[src/rtl/neuron_datapath_pkg.sv]
// Shared widths, stage-0 pipeline record and fixed-point helpers for the MLP datapath.
package mlp_pkg;

   localparam int DATA_W  = 16;
   localparam int FRAC_W  = 8;
   localparam int ACC_W   = 2*DATA_W + 8;
   localparam int NADDR_W = 12;
   localparam int WADDR_W = 16;

   localparam logic signed [ACC_W-1:0] SAT_MAX = ACC_W'(2**(DATA_W-1) - 1);
   localparam logic signed [ACC_W-1:0] SAT_MIN = ~SAT_MAX;

   typedef struct packed {
      logic               valid;
      logic               flush;
      logic               last;
      logic               is_final;
      logic               hit;
      logic [NADDR_W-1:0] addr;
   } stage0_t;

   // Arithmetic shift floors toward minus infinity before clamping.
   function automatic logic signed [DATA_W-1:0] sat_shift(input logic signed [ACC_W-1:0] sum);
      logic signed [ACC_W-1:0] sh;
      sh = sum >>> FRAC_W;
      if (sh > SAT_MAX)
         sat_shift = SAT_MAX[DATA_W-1:0];
      else if (sh < SAT_MIN)
         sat_shift = SAT_MIN[DATA_W-1:0];
      else
         sat_shift = sh[DATA_W-1:0];
   endfunction

   function automatic logic signed [DATA_W-1:0] relu(input logic signed [DATA_W-1:0] x);
      relu = x[DATA_W-1] ? '0 : x;
   endfunction

endpackage

[src/rtl/neuron_datapath_mac_stage.sv]
// Combinational multiply-accumulate with shift, saturation and activation.
module mac_stage
   import mlp_pkg::*;
(
   input  logic signed [ACC_W-1:0]  acc,
   input  logic signed [DATA_W-1:0] n,
   input  logic signed [DATA_W-1:0] w,
   input  logic                     is_final,
   output logic signed [ACC_W-1:0]  sum,
   output logic signed [DATA_W-1:0] r,
   output logic signed [DATA_W-1:0] act
);

   logic signed [2*DATA_W-1:0] prod;

   always_comb begin
      prod = n * w;
      sum  = acc + {{(ACC_W-2*DATA_W){prod[2*DATA_W-1]}}, prod};
      r    = sat_shift(sum);
      act  = is_final ? r : relu(r);
   end

endmodule

[src/rtl/neuron_datapath.sv]
// Two-stage neuron MAC pipeline: term registration, bypassed operand select,
// accumulation and write-back of activated neurons to external memory.
module neuron_datapath
   import mlp_pkg::*;
(
   input  logic               clk,
   input  logic               reset,
   input  logic [NADDR_W-1:0] input_neuron_addr,
   input  logic [NADDR_W-1:0] output_neuron_addr,
   input  logic [WADDR_W-1:0] input_weight_addr,
   input  logic               write_neuron,
   input  logic               reset_mult_acc,
   input  logic               done,
   output logic [NADDR_W-1:0] neuron_rd_addr,
   output logic [WADDR_W-1:0] weight_rd_addr,
   input  logic [DATA_W-1:0]  neuron_rd_data,
   input  logic [DATA_W-1:0]  weight_rd_data,
   output logic               neuron_wr_en,
   output logic [NADDR_W-1:0] neuron_wr_addr,
   output logic [DATA_W-1:0]  neuron_wr_data,
   output logic [DATA_W-1:0]  mlp_result,
   output logic               mlp_done
);

   stage0_t                  s0_d;
   stage0_t                  s0_q;
   logic signed [ACC_W-1:0]  acc_q;
   logic signed [ACC_W-1:0]  sum;
   logic signed [DATA_W-1:0] op_n;
   logic signed [DATA_W-1:0] r;
   logic signed [DATA_W-1:0] act;
   logic                     done_seen;
   logic                     flush;

   assign neuron_rd_addr = input_neuron_addr;
   assign weight_rd_addr = input_weight_addr;

   always_comb begin
      flush       = reset_mult_acc & ~write_neuron;
      s0_d        = '0;
      s0_d.flush  = flush;
      s0_d.valid  = ~flush & ~done_seen;
      s0_d.last   = write_neuron;
      s0_d.is_final = done;
      s0_d.addr   = output_neuron_addr;
      s0_d.hit    = neuron_wr_en && (neuron_wr_addr == input_neuron_addr);
   end

   // Memory returns pre-write data when read and write collide; forward the write value instead.
   assign op_n = s0_q.hit ? $signed(neuron_wr_data) : $signed(neuron_rd_data);

   mac_stage u_mac (
      .acc      (acc_q),
      .n        (op_n),
      .w        ($signed(weight_rd_data)),
      .is_final (s0_q.is_final),
      .sum      (sum),
      .r        (r),
      .act      (act)
   );

   always_ff @(posedge clk or negedge reset) begin
      if (!reset) begin
         s0_q           <= '0;
         acc_q          <= '0;
         done_seen      <= 1'b0;
         neuron_wr_en   <= 1'b0;
         neuron_wr_addr <= '0;
         neuron_wr_data <= '0;
         mlp_result     <= '0;
         mlp_done       <= 1'b0;
      end else begin
         s0_q         <= s0_d;
         neuron_wr_en <= 1'b0;
         if (s0_q.flush) begin
            acc_q     <= '0;
            done_seen <= 1'b0;
            mlp_done  <= 1'b0;
         end else if (s0_q.valid && !done_seen) begin
            // The term right after the final one was registered before done_seen rose; drop it here.
            if (s0_q.last) begin
               acc_q          <= '0;
               neuron_wr_en   <= 1'b1;
               neuron_wr_addr <= s0_q.addr;
               neuron_wr_data <= act;
               if (s0_q.is_final) begin
                  mlp_result <= r;
                  done_seen  <= 1'b1;
                  mlp_done   <= 1'b1;
               end
            end else begin
               acc_q <= sum;
            end
         end
      end
   end

endmodule

[config.mk]
export PLATFORM = sky130hd
export DESIGN_NAME = neuron_datapath
export DESIGN_NICKNAME = d
export VERILOG_FILES = /design/src/rtl/neuron_datapath_pkg.sv /design/src/rtl/neuron_datapath_mac_stage.sv /design/src/rtl/neuron_datapath.sv
export SDC_FILE = /design/constraint.sdc
export NUM_CORES = 1
export LEC_CHECK = 0
export CORE_MARGIN = 10
export CORE_UTILIZATION = 45
export CTS_CLUSTER_DIAMETER = 200
export DETAILED_ROUTE_END_ITERATION = 6
export DONT_BUFFER_PORTS = 1
export GPL_ROUTABILITY_DRIVEN = 0
export HOLD_SLACK_MARGIN = 0.06
export PLACE_DENSITY = 0.57
export SKIP_CTS_REPAIR_TIMING = 1
export SLEW_MARGIN = 10
export SYNTH_ARGS = -nofsm -noshare
export SYNTH_HDL_FRONTEND = slang
export SYNTH_HIERARCHICAL = 1
export SYNTH_SLANG_ARGS = --single-unit
[constraint.sdc]
create_clock -name clk -period 12.7 [get_ports clk]
set_input_delay 1.905 -clock clk [delete_from_list [all_inputs] [get_ports clk]]
set_output_delay 1.905 -clock clk [all_outputs]
set_load 0.05 [all_outputs]
==> Word level (Yosys, flattened, before mapping) <==
Index checks and enable logic that the tools add are counted.
W data, S select, Z words.
{ "word_totals": {"ff_bits": 103, "input_bits": 77, "output_inout_bits": 74, "wordCells": 47} }
{ "op_classes": {"add_sub_neg": 1, "n_mul": 1, "n_lt_le_gt_ge": 2, "n_eq_ne": 1, "mux": 15, "bitwise_logic": 6, "reduce_logical": 9} }
{ "op_table": {"columns": ["op", "n"], "rows": [
  ["$mux W40", 3],
  ["$mux W16", 4],
  ["$add A40 B40 Y40", 1],
  ["$gt A32 B16 Y1 const B", 1],
  ["$lt A32 B16 Y1 const B", 1],
  ["$mul A16 B16 Y32", 1],
  ["$mux W15", 1],
  ["$eq A12 B12 Y1", 1],
  ["$mux W1", 7],
  ["$reduce_and A3 Y1", 2],
  ["$reduce_bool A2 Y1", 3],
  ["$not A1 Y1", 4],
  ["$reduce_and A4 Y1", 1],
  ["$and A1 B1 Y1", 2],
  ["$logic_and A1 B1 Y1", 2],
  ["$logic_not A1 Y1", 1]
]} }

==> Depth between registers and ports, before layout <==
Gate-level depths: netlist (run 1).
{ "depth": {"depth_word": 8, "depth_mapped": 44, "ltp_nobuf": 40} }

==> By module <==
Netlist (run 1), hierarchy kept.
{ "modules_own_cells": {"columns": ["module", "instances", "cells_each", "area_per_inst_um2", "seq_area_each_um2"], "rows": [
  ["mac_stage", 1, 1500, 12660.9, 0.0],
  ["neuron_datapath", 1, 270, 4165.2, 2577.5]
]} }

==> Worst setup path before layout (run 1) <==
No wires, ideal clock.
{ "synth_timing": {"path_kind": "input -> register", "startpoint": "input neuron_rd_data[15]", "endpoint": "register mlp_result[11]", "setup_time_ns": 0.125, "arrival_ns": 10.499, "required_ns": 12.575, "path_slack_ns": 2.076, "stages": 38, "path_cell_list": "mux2_2 > clkbuf_1 > nand2_1 > inv_1 > fa_1 > inv_1 > fa_1 > fa_1 > inv_1 > fa_1 > fa_1 > inv_1 > fa_1 > inv_1 > ha_1 > a21oi_1 > o21ai_2 > o211ai_1 > (+2 left out) > o21ai_0 > a21oi_1 > o21bai_1 > a21oi_1 > xnor2_1 > ha_1 > a21oi_1 > o21ai_1 > o41ai_4 > o211ai_2 > and4_1 > or3_1 > nand3b_1 > nor4bb_1 > a31o_4 > buf_6 > o21ai_2 > mux2_4"} }
{ "synth_via": {"elab_chain_cells": 6, "elab_cells_between_ends": 7, "classes_between": "add/sub (1); mul (1); order compare (2); mux (3)"} }
{ "synth_rtl": {"columns": ["element", "line", "text"], "rows": [
  ["start, declared", "neuron_datapath.sv:16", "input logic [DATA_W-1:0] neuron_rd_data,"],
  ["$mux W16 (*)", "neuron_datapath.sv:50", "assign op_n = s0_q.hit ? $signed(neuron_wr_data) : $signed(neuron_rd_data);"],
  ["$mul A16 B16 Y32 (*)", "neuron_datapath_mac_stage.sv:17", "prod = n * w;"],
  ["$add A40 B40 Y40 (*)", "neuron_datapath_mac_stage.sv:18", "sum = acc + {{(ACC_W-2*DATA_W){prod[2*DATA_W-1]}}, prod};"],
  ["via sum[36]", "neuron_datapath.sv:28", "logic signed [ACC_W-1:0] sum;"],
  ["$lt A32 B16 Y1", "neuron_datapath_pkg.sv:28", "else if (sh < SAT_MIN)"],
  ["$mux W16", "neuron_datapath_pkg.sv:28", null],
  ["$mux W16 (*)", "neuron_datapath_pkg.sv:26", "if (sh > SAT_MAX)"],
  ["via r[11]", "neuron_datapath.sv:30", "logic signed [DATA_W-1:0] r;"],
  ["end signal, assigned", "neuron_datapath.sv:87", "mlp_result <= r;"],
  ["end, declared", "neuron_datapath.sv:21", "output logic [DATA_W-1:0] mlp_result,"]
]} }
Mark *: on every way through the listed nets, which the timed path passes. The rest lies on a longest branch.
A chain may end at the register's enable or synchronous reset.

==> Worst setup path after layout (run 1) <==
{ "layout_timing": {"startpoint": "input neuron_rd_data[5]", "endpoint": "register mlp_result[1]"} }
Same word-level chain as after synthesis.

==> results of run 1 <==
metrics by stage:
stage,area (µm²),util (%)
final,17200,46.8
after global routing,17200,46.8
after CTS,17200,46.8
after detailed placement,16900,46.1
after global placement,16900,46.1
after floorplan,16800,-
sequential cells by signal, indices dropped and copies added, names as in the netlist:
register and count:
done_seen 1, neuron_wr_en 1, acc_q 40, neuron_wr_addr 12, s0_q 17, neuron_wr_data 16, mlp_result 16
worst reg2reg max path: cells and delay by family (launching register included):
family / cells / cell delay, ps
flops: 1 / 1030
simple gates: 6 / 1630
buf+inv: 5 / 490
compound gates: 14 / 3500
xor+xnor: 1 / 170
fa+ha+maj: 8 / 3640
mux: 2 / 780
cell usage after synthesis (3+ instances only):
master,count,area share (%)
dfrtp_1,103,15
buf_2,13,0.39
mux2_4,18,1.6
clkbuf_1,40,0.89
nand4_1,10,0.37
buf_6,8,0.54
and2_1,128,4.8
a21o_1,20,0.89
xnor2_1,63,3.3
xor2_1,16,0.83
and3_1,7,0.26
nor2b_1,9,0.33
inv_1,342,7.6
nor2_1,58,1.3
a41oi_1,3,0.16
fa_1,263,31
o21bai_1,11,0.49
a21oi_1,59,1.8
o211ai_2,4,0.30
o21a_1,10,0.45
nand2b_1,11,0.41
a211oi_1,8,0.36
ha_1,122,9.1
nor3_1,13,0.39
nand3_1,11,0.33
buf_4,28,1.2
nand3b_1,4,0.18
o21ai_1,16,0.48
a21oi_2,4,0.21
mux2_2,42,2.8
o21ai_0,43,1.3
o21ai_2,16,0.83
a31oi_1,7,0.26
a22o_1,40,2.1
nand2_1,164,3.7
o211ai_1,4,0.18
layer usage:
layer  GRT usage [%]  part of all wire [%]
met5               0                 0.024
met2            32.6                    52
met4            5.55                   2.7
met1            23.9                    42
met3            2.22                   3.5
final cells by class:
type,instances,share of cell area (%)
Multi-Input combinational cell,1235,72.4
Sequential cell,103,15.0
Inverter,343,7.47
Tap cell,468,3.40
Clock buffer,10,1.33
Clock inverter,6,0.305
Timing Repair Buffer,4,0.174
kinds of logic after synthesis:
kind of cell	synth area share, %
flip-flops	15.3
buffers and inverters	10.7
AO/OA/AOI/OAI	11.7
adder cells (fa/ha/maj)	40.4
XOR/XNOR	4.26
multiplexers	4.42
AND/OR/NAND/NOR	13.2
final timing paths:
kind	startpoint	to	slack, ps	cells past startpoint
hold / removal	s0_q[5]	neuron_wr_addr[5]	480	1
max in group asynchronous	reset	s0_q[6]	11290	0
hold reg to reg	s0_q[5]	neuron_wr_addr[5]	480	1
min in group asynchronous	reset	s0_q[9]	1230	0
setup / recovery	neuron_rd_data[5]	mlp_result[1]	1210	35
setup reg to reg	s0_q[12]	mlp_result[1]	1360	36
==> results.py, run 1 <==
metrics = {
    "floorplanning": {
        "rows": 70,
        "fp.dieH_um": 213,
        "dieArea_mm2": 0.0455,
        "core_region_area_mm2": 0.0368,
        "die_x_um": 213,
        "start_util_pct": 45.7,
        "ios": 151,
    },
    "synthesis": {
        "ys_types": 75,
        "syn_nets": 2232,
        "synth_flop_cell": "dfrtp_1",
        "synth_edf_count": 0,
        "synth_area_per_cell_um2": 9.51,
        "synth-seq-cells": 103,
        "seq_area_frac_synth_pct": 15.3,
        "postSynthCellCount": 1770,
        "syn_area_mm2": 0.0168,
        "async_reset_ff_share_pct": 100,
        "ys.warnings.count": 6,
    },
    "sta": {
        "grt_setup_unrepaired": "no",
        "fin_skew_ps": 8.63,
        "finalCritPeriodShare_pct": 90.4,
        "setup_tns_ps": 0,
        "clock.fmax_ghz": 0.0871,
        "slew_violations": 0,
        "layout_setup_ws_ps": 1210,
        "tightest_slew_ps": 1040,
        "slew_headroom_pct": 30.9,
        "setup_viol": 0,
        "whs_ps": 482,
        "hold_viol": 0,
        "min_period_ps": 11490,
    },
    "placed_design": {
        "dp_hpwl_um": 33500,
        "pre_cts_ws_ps": 952,
        "io_buffers": 0,
        "dp_cells": 2153,
    },
    "global_routing": {
        "grt_pass1_wl_um": 66800,
        "first_global_vias": 12300,
        "antenna_found_initial": 1,
        "grt_start_max_net_pins": 104,
        "track_usage_pct": 18.7,
        "grt-ovfl-total": 0,
    },
    "worst_setup_path": {
        "cp_max_fo": 30,
        "critPathSlowestCell": "fa_1",
        "cp-end-kind": "register",
        "crit_path_max_incr_delay_ps": 540,
        "cpMostUsedCell": "fa_1",
        "cp.arrival_ps": 11740,
        "critical_path.top_delay_family": "adder cells",
        "critPathBufInv": 4,
        "startpoint_type": "primary input",
        "crit_required_ps": 12950,
        "crit_type": "primary input to register",
    },
    "finish": {
        "final_cell_mix": "inv_1 (342), fa_1 (263), nand2_1 (164)",
        "finalNonFillerCells": 2169,
        "nets": 2158,
        "multi_input_area_mm2": 0.0125,
        "n_fill_cell": 3567,
        "ff_latch_area_mm2": 0.00258,
        "diodes": 0,
        "drive_gt1_share_pct": 7.35,
        "syn_to_final_growth_pct": 2.39,
        "final_common_cell": "inv_1",
    },
    "drt": {
        "wirelength_um": 41300,
        "drt_iter0_drc": 643,
        "wl_per_cell_um": 19.0,
        "drc": 0,
        "vias_per_cell": 5.41,
        "antenna_left": 0,
        "route.vias.total": 11700,
        "firstDrtPassIters": 5,
    },
    "clocking": {
        "cts_root_buffer": "clkbuf_16",
        "clock-sinks": 103,
        "cts_tree": "done",
        "path_clk_slew_ps": 80,
        "clock_latency_ps": 360,
        "clock_path_buffers": 2,
        "h-tree-depth": 3,
        "cts_buffers": 9,
    },
    "run_status": {
        "outcome": "finished clean",
    },
    "run": {
        "cap_viol_max_count": 0,
    },
    "hold_path": {
        "hold_path.class": "register to register",
    },
}
Power of run 1 is left out: the tool's default activity adds up to more than one toggle a clock period on the data nets, which glitch-free logic cannot reach.
==> run 2, diff against run 1 <==
--- a/config.mk
+++ b/config.mk
@@ -11,9 +11,7 @@
 export DETAILED_ROUTE_END_ITERATION = 6
 export DONT_BUFFER_PORTS = 1
 export GPL_ROUTABILITY_DRIVEN = 0
-export HOLD_SLACK_MARGIN = 0.06
-export PLACE_DENSITY = 0.57
-export SKIP_CTS_REPAIR_TIMING = 1
+export PLACE_DENSITY = 0.59
 export SLEW_MARGIN = 10
 export SYNTH_ARGS = -nofsm -noshare
 export SYNTH_HDL_FRONTEND = slang
==> constraint.sdc (replaced) <==
create_clock -name clk -period 9.75 [get_ports clk]
set_input_delay 1.4625 -clock clk [delete_from_list [all_inputs] [get_ports clk]]
set_output_delay 1.4625 -clock clk [all_outputs]
set_load 0.05 [all_outputs]
==> run 2 against run 1 <==
Routed wire length rose by 5.1%. Design area up 15%. Via count up 8.3%. Core utilization rose by 7.2 points. The run now ends with negative setup slack left.
==> results.py, run 2 (same netlist as run 1, synthesis figures left out) <==
metrics = {
    "floorplanning": {
        "start_util_pct": 45.7,
        "core_region_area_mm2": 0.0368,
        "dieArea_mm2": 0.0455,
        "fp.dieH_um": 213,
        "die_x_um": 213,
        "rows": 70,
        "ios": 151,
    },
    "finish": {
        "top_register": "acc_q",
        "syn_to_final_growth_pct": 18.0,
        "diodes": 0,
        "drive_gt1_share_pct": 23.8,
        "n_fill_cell": 3258,
        "multi_input_area_mm2": 0.0129,
        "ff_latch_area_mm2": 0.00258,
        "final_common_cell": "inv_1",
        "nets": 2423,
        "largest_reg_flops": 40,
        "largestRegisters": "acc_q: 40 flops, s0_q: 17 flops",
        "final_cell_mix": "inv_1 (336), fa_1 (255), buf_4 (252)",
    },
    "clocking": {
        "clock_path_buffers": 2,
        "cts_buffers": 9,
        "cts_tree": "done",
        "clock-sinks": 103,
        "clock_latency_ps": 370,
        "cts_hold_buf": 0,
        "path_clk_slew_ps": 70,
        "cts_root_buffer": "clkbuf_16",
        "h-tree-depth": 3,
    },
    "drt": {
        "drt_iter0_drc": 578,
        "wl_per_cell_um": 17.8,
        "firstDrtPassIters": 5,
        "vias_per_cell": 5.22,
        "route.vias.total": 12700,
        "drc": 0,
        "antenna_left": 0,
        "wirelength_um": 43400,
    },
    "global_routing": {
        "antenna_found_initial": 4,
        "first_global_vias": 13500,
        "track_usage_pct": 19.7,
        "grt_pass1_wl_um": 70900,
        "grt-ovfl-total": 0,
        "grt_start_max_net_pins": 104,
    },
    "sta": {
        "setup_viol": 30,
        "hold_viol": 0,
        "setup_tns_ps": -6590,
        "grt_setup_unrepaired": "yes",
        "slew_headroom_pct": 56.3,
        "layout_setup_ws_ps": -251,
        "clock.fmax_ghz": 0.100,
        "tightest_slew_ps": 651,
        "min_period_ps": 10000,
        "finalCritPeriodShare_pct": 103,
        "slew_violations": 0,
        "fin_skew_ps": 12.1,
    },
    "placed_design": {
        "io_buffers": 0,
        "dp_hpwl_um": 35900,
        "pre_cts_ws_ps": -770,
    },
    "run": {
        "cap_viol_max_count": 0,
    },
    "worst_setup_path": {
        "startpoint_type": "primary input",
        "crit_type": "primary input to register",
        "cp.arrival_ps": 10250,
        "critPathSlowestCell": "fa_1",
        "cp-end-kind": "register",
        "crit_required_ps": 10000,
        "crit_path_max_incr_delay_ps": 540,
        "cp_max_fo": 9,
        "cpMostUsedCell": "fa_1",
    },
    "run_status": {
        "outcome": "finished with violations",
        "violations": "negative setup slack",
    },
    "hold_path": {
        "hold_path.class": "register to register",
    },
}
## run 2: cell count changes in the layout (fill, tap and decap cells not counted), moves of 10 or more
cell,previous run,this run
and2_4,0,12
mux2_4,18,35
and2_1,128,116
a21oi_1,58,45
mux2_2,42,26
a21oi_2,4,14
ha_1,122,112
buf_4,4,252
## run 2: final cells by class
class / instances / area share (%)
clock buffers: 9 / 1.13
clock inverters: 7 / 0.573
inverters: 343 / 6.48
multi-input cells: 1236 / 65.0
flip-flops and latches: 103 / 13.0
well taps: 468 / 2.95
repair buffers: 268 / 10.9
## run 2: worst paths after layout
path | endpoint | cells after the start | start | slack (ps)
max | mlp_result[14] | 35 | neuron_rd_data[3] | -250
min | neuron_wr_addr[6] | 1 | s0_q[6] | 470
max reg2reg | mlp_result[14] | 36 | s0_q[12] | 170
min reg2reg | neuron_wr_addr[6] | 1 | s0_q[6] | 470
max in group asynchronous | acc_q[38] | 0 | reset | 8610
min in group asynchronous | acc_q[34] | 0 | reset | 790
## run 2: metal layers
layer / vias up / global-route usage, % / wire length, µm
met2: 207 / 34.5 / 22200
met5: - / 0 / 48
met1: 6501 / 24.7 / 18400
met4: 8 / 3.52 / 826
li1: 5944 / - / -
met3: 51 / 4.12 / 1900
## run 2: metrics by stage
stage                     utilization (%)  instances  cell area, µm²  hold slack (ps)
after global placement               51.4       2396           18900              456
after floorplan                         -       1770           16900              454
after detailed placement             51.4       2396           18900              463
after global routing                 54.0       2434           19900              497
final                                54.0       2434           19900              475
after CTS                            53.1       2423           19500              481
## run 2: worst max-delay path: cells and delay by family
kind / cells / cell delay (ps)
AOI/OAI and AO/OA: 15 / 2790
xor gates and xnor gates: 1 / 140
adders and majority gates: 8 / 3600
buffers and inverters: 4 / 440
muxes: 2 / 610
and+or+nand+nor: 5 / 1210
## run 2: repair_timing
| item | CTS | global route |
|---|---|---|
| buffers inserted | 11 | 8 |
| gates resized for setup | 47 | 54 |
| setup endpoints to repair | 30 | 31 |
| gates cloned | 0 | 3 |
| pin swaps | 32 | 41 |
Power of run 2 is left out for the same reason.
==> run 3, diff against run 2 <==
--- a/config.mk
+++ b/config.mk
@@ -5,6 +5,7 @@
 export SDC_FILE = /design/constraint.sdc
 export NUM_CORES = 1
 export LEC_CHECK = 0
+export CORE_ASPECT_RATIO = 1.4
 export CORE_MARGIN = 10
 export CORE_UTILIZATION = 45
 export CTS_CLUSTER_DIAMETER = 200
==> run 3 against run 2 <==
The flow still finishes with violations (negative setup slack). Non-clock buffer count is 1 lower. Register-to-register slack better by 150 ps. Clock skew is 4.2 ps lower. Clock-buffer cell count stayed put. Highest routed layer is now met4.
==> results.py, run 3 (same netlist as run 1, synthesis figures left out) <==
metrics = {
    "sta": {
        "grt_setup_unrepaired": "yes",
        "finalCritPeriodShare_pct": 101,
        "tightest_slew_ps": 629,
        "setup_viol": 23,
        "clock.fmax_ghz": 0.102,
        "whs_ps": 477,
        "min_period_ps": 9810,
        "slew_violations": 0,
        "layout_setup_ws_ps": -59.3,
        "slew_headroom_pct": 58.1,
        "hold_viol": 0,
        "fin_skew_ps": 7.87,
    },
    "global_routing": {
        "antenna_found_initial": 0,
        "grt-ovfl-total": 0,
        "track_usage_pct": 19.0,
        "grt_start_max_net_pins": 104,
        "first_global_vias": 13500,
        "grt_pass1_wl_um": 70700,
    },
    "finish": {
        "syn_to_final_growth_pct": 17.1,
        "top_register": "acc_q",
        "largestRegisters": "acc_q: 40 flops, s0_q: 17 flops",
        "nets": 2421,
        "diodes": 0,
        "drive_gt1_share_pct": 23.0,
        "final_cell_mix": "inv_1 (337), fa_1 (258), buf_4 (250)",
        "final_common_cell": "inv_1",
        "largest_reg_flops": 40,
    },
    "worst_setup_path": {
        "cp.arrival_ps": 10070,
        "crit_type": "primary input to register",
        "cp-end-kind": "register",
        "crit_required_ps": 10010,
        "cpMostUsedCell": "fa_1",
        "startpoint_type": "primary input",
        "r2r_slack_ps": 320,
        "crit_path_max_incr_delay_ps": 590,
        "critPathSlowestCell": "fa_1",
        "cp_max_fo": 21,
    },
    "drt": {
        "drt-met1-wl_um": 17500,
        "top_layer": "met4",
        "routed-wl-met3_um": 1620,
        "route.vias.total": 12500,
        "drt_iter0_drc": 572,
        "antenna_left": 0,
        "wl_per_cell_um": 17.2,
        "wl_met2_um": 21700,
        "vias_per_cell": 5.16,
        "firstDrtPassIters": 4,
        "drc": 0,
        "wirelength_um": 41900,
    },
    "clocking": {
        "path_clk_slew_ps": 80,
        "cts_tree": "done",
        "h-tree-depth": 3,
        "cts_root_buffer": "clkbuf_16",
        "cts_hold_buf": 0,
        "clock_latency_ps": 370,
        "cts_buffers": 9,
        "clock_path_buffers": 2,
        "clock-sinks": 103,
    },
    "floorplanning": {
        "start_util_pct": 45.6,
        "rows": 83,
        "die_x_um": 183,
        "dieArea_mm2": 0.0456,
        "ios": 151,
        "fp.dieH_um": 249,
        "core_region_area_mm2": 0.0369,
    },
    "run_status": {
        "violations": "negative setup slack",
        "outcome": "finished with violations",
    },
    "placed_design": {
        "io_buffers": 0,
        "dp_hpwl_um": 35400,
    },
    "hold_path": {
        "hold_path.class": "register to register",
    },
    "run": {
        "cap_viol_max_count": 0,
    },
}
[run 3: changes by cell type in the layout (fill, tap and decap cells not counted), sizes merged]
cell	previous run	this run
clkinvlp	0	1
buf	266	267
mux2	61	60
clkbuf	11	9
bufinv	2	0
clkinv	2	3
[run 3: metal layers]
layer / track usage (%) / up-vias
li1: - / 5951
met1: 23.3 / 6330
met2: 33.4 / 207
met3: 2.61 / 57
met4: 5.90 / 0
met5: 0 / -
[run 3: timing repair]
item | in CTS | in global routing
gates resized for setup | 58 | 28
pin swaps | 31 | 23
endpoints found under the setup margin | 30 | 31
setup buffers | 18 | 6
cloned | 1 | 0
[run 3: worst paths after layout]
| check | endpoint | depth (start not counted) | from |
|---|---|---|---|
| worst max-delay path | mlp_result[6] | 37 | neuron_rd_data[5] |
| worst min-delay path | neuron_wr_addr[1] | 1 | s0_q[1] |
| worst max register to register | mlp_result[6] | 38 | s0_q[12] |
| worst min register to register | neuron_wr_addr[1] | 1 | s0_q[1] |
| max in group asynchronous | acc_q[29] | 0 | reset |
| min in group asynchronous | s0_q[10] | 0 | reset |
[run 3: critical path, delay by kind of cell]
kind / cells / cell delay [ps]
fa+ha+maj: 8 / 3600
compound gates: 12 / 2080
simple gates: 9 / 1820
mux: 2 / 580
buf+inv: 5 / 370
xor+xnor: 1 / 140
[run 3: final cells by class]
| class | count | area (µm²) |
|---|---|---|
| Fill cell | 3287 | 17200 |
| Multi-Input combinational cell | 1235 | 12800 |
| Sequential cell | 103 | 2580 |
| Timing Repair Buffer | 267 | 2140 |
| Inverter | 343 | 1290 |
| Tap cell | 467 | 584 |
| Clock buffer | 9 | 225 |
| Clock inverter | 7 | 85.1 |
[run 3: through the flow]
stage | setup WS, ps | cells | area [µm²] | utilization, % | setup TNS, ps
2_1_floorplan | 1.90 | 1770 | 16900 | - | 0
3_3_place_gp | -685 | 2390 | 18800 | 51.1 | -20040
3_5_place_dp | -694 | 2390 | 18800 | 51.1 | -20380
4_1_cts | -106 | 2425 | 19600 | 53.1 | -1470
5_1_grt | -413 | 2431 | 19700 | 53.5 | -11220
6_report | -59.3 | 2431 | 19700 | 53.5 | -627
Power of run 3 is left out for the same reason.
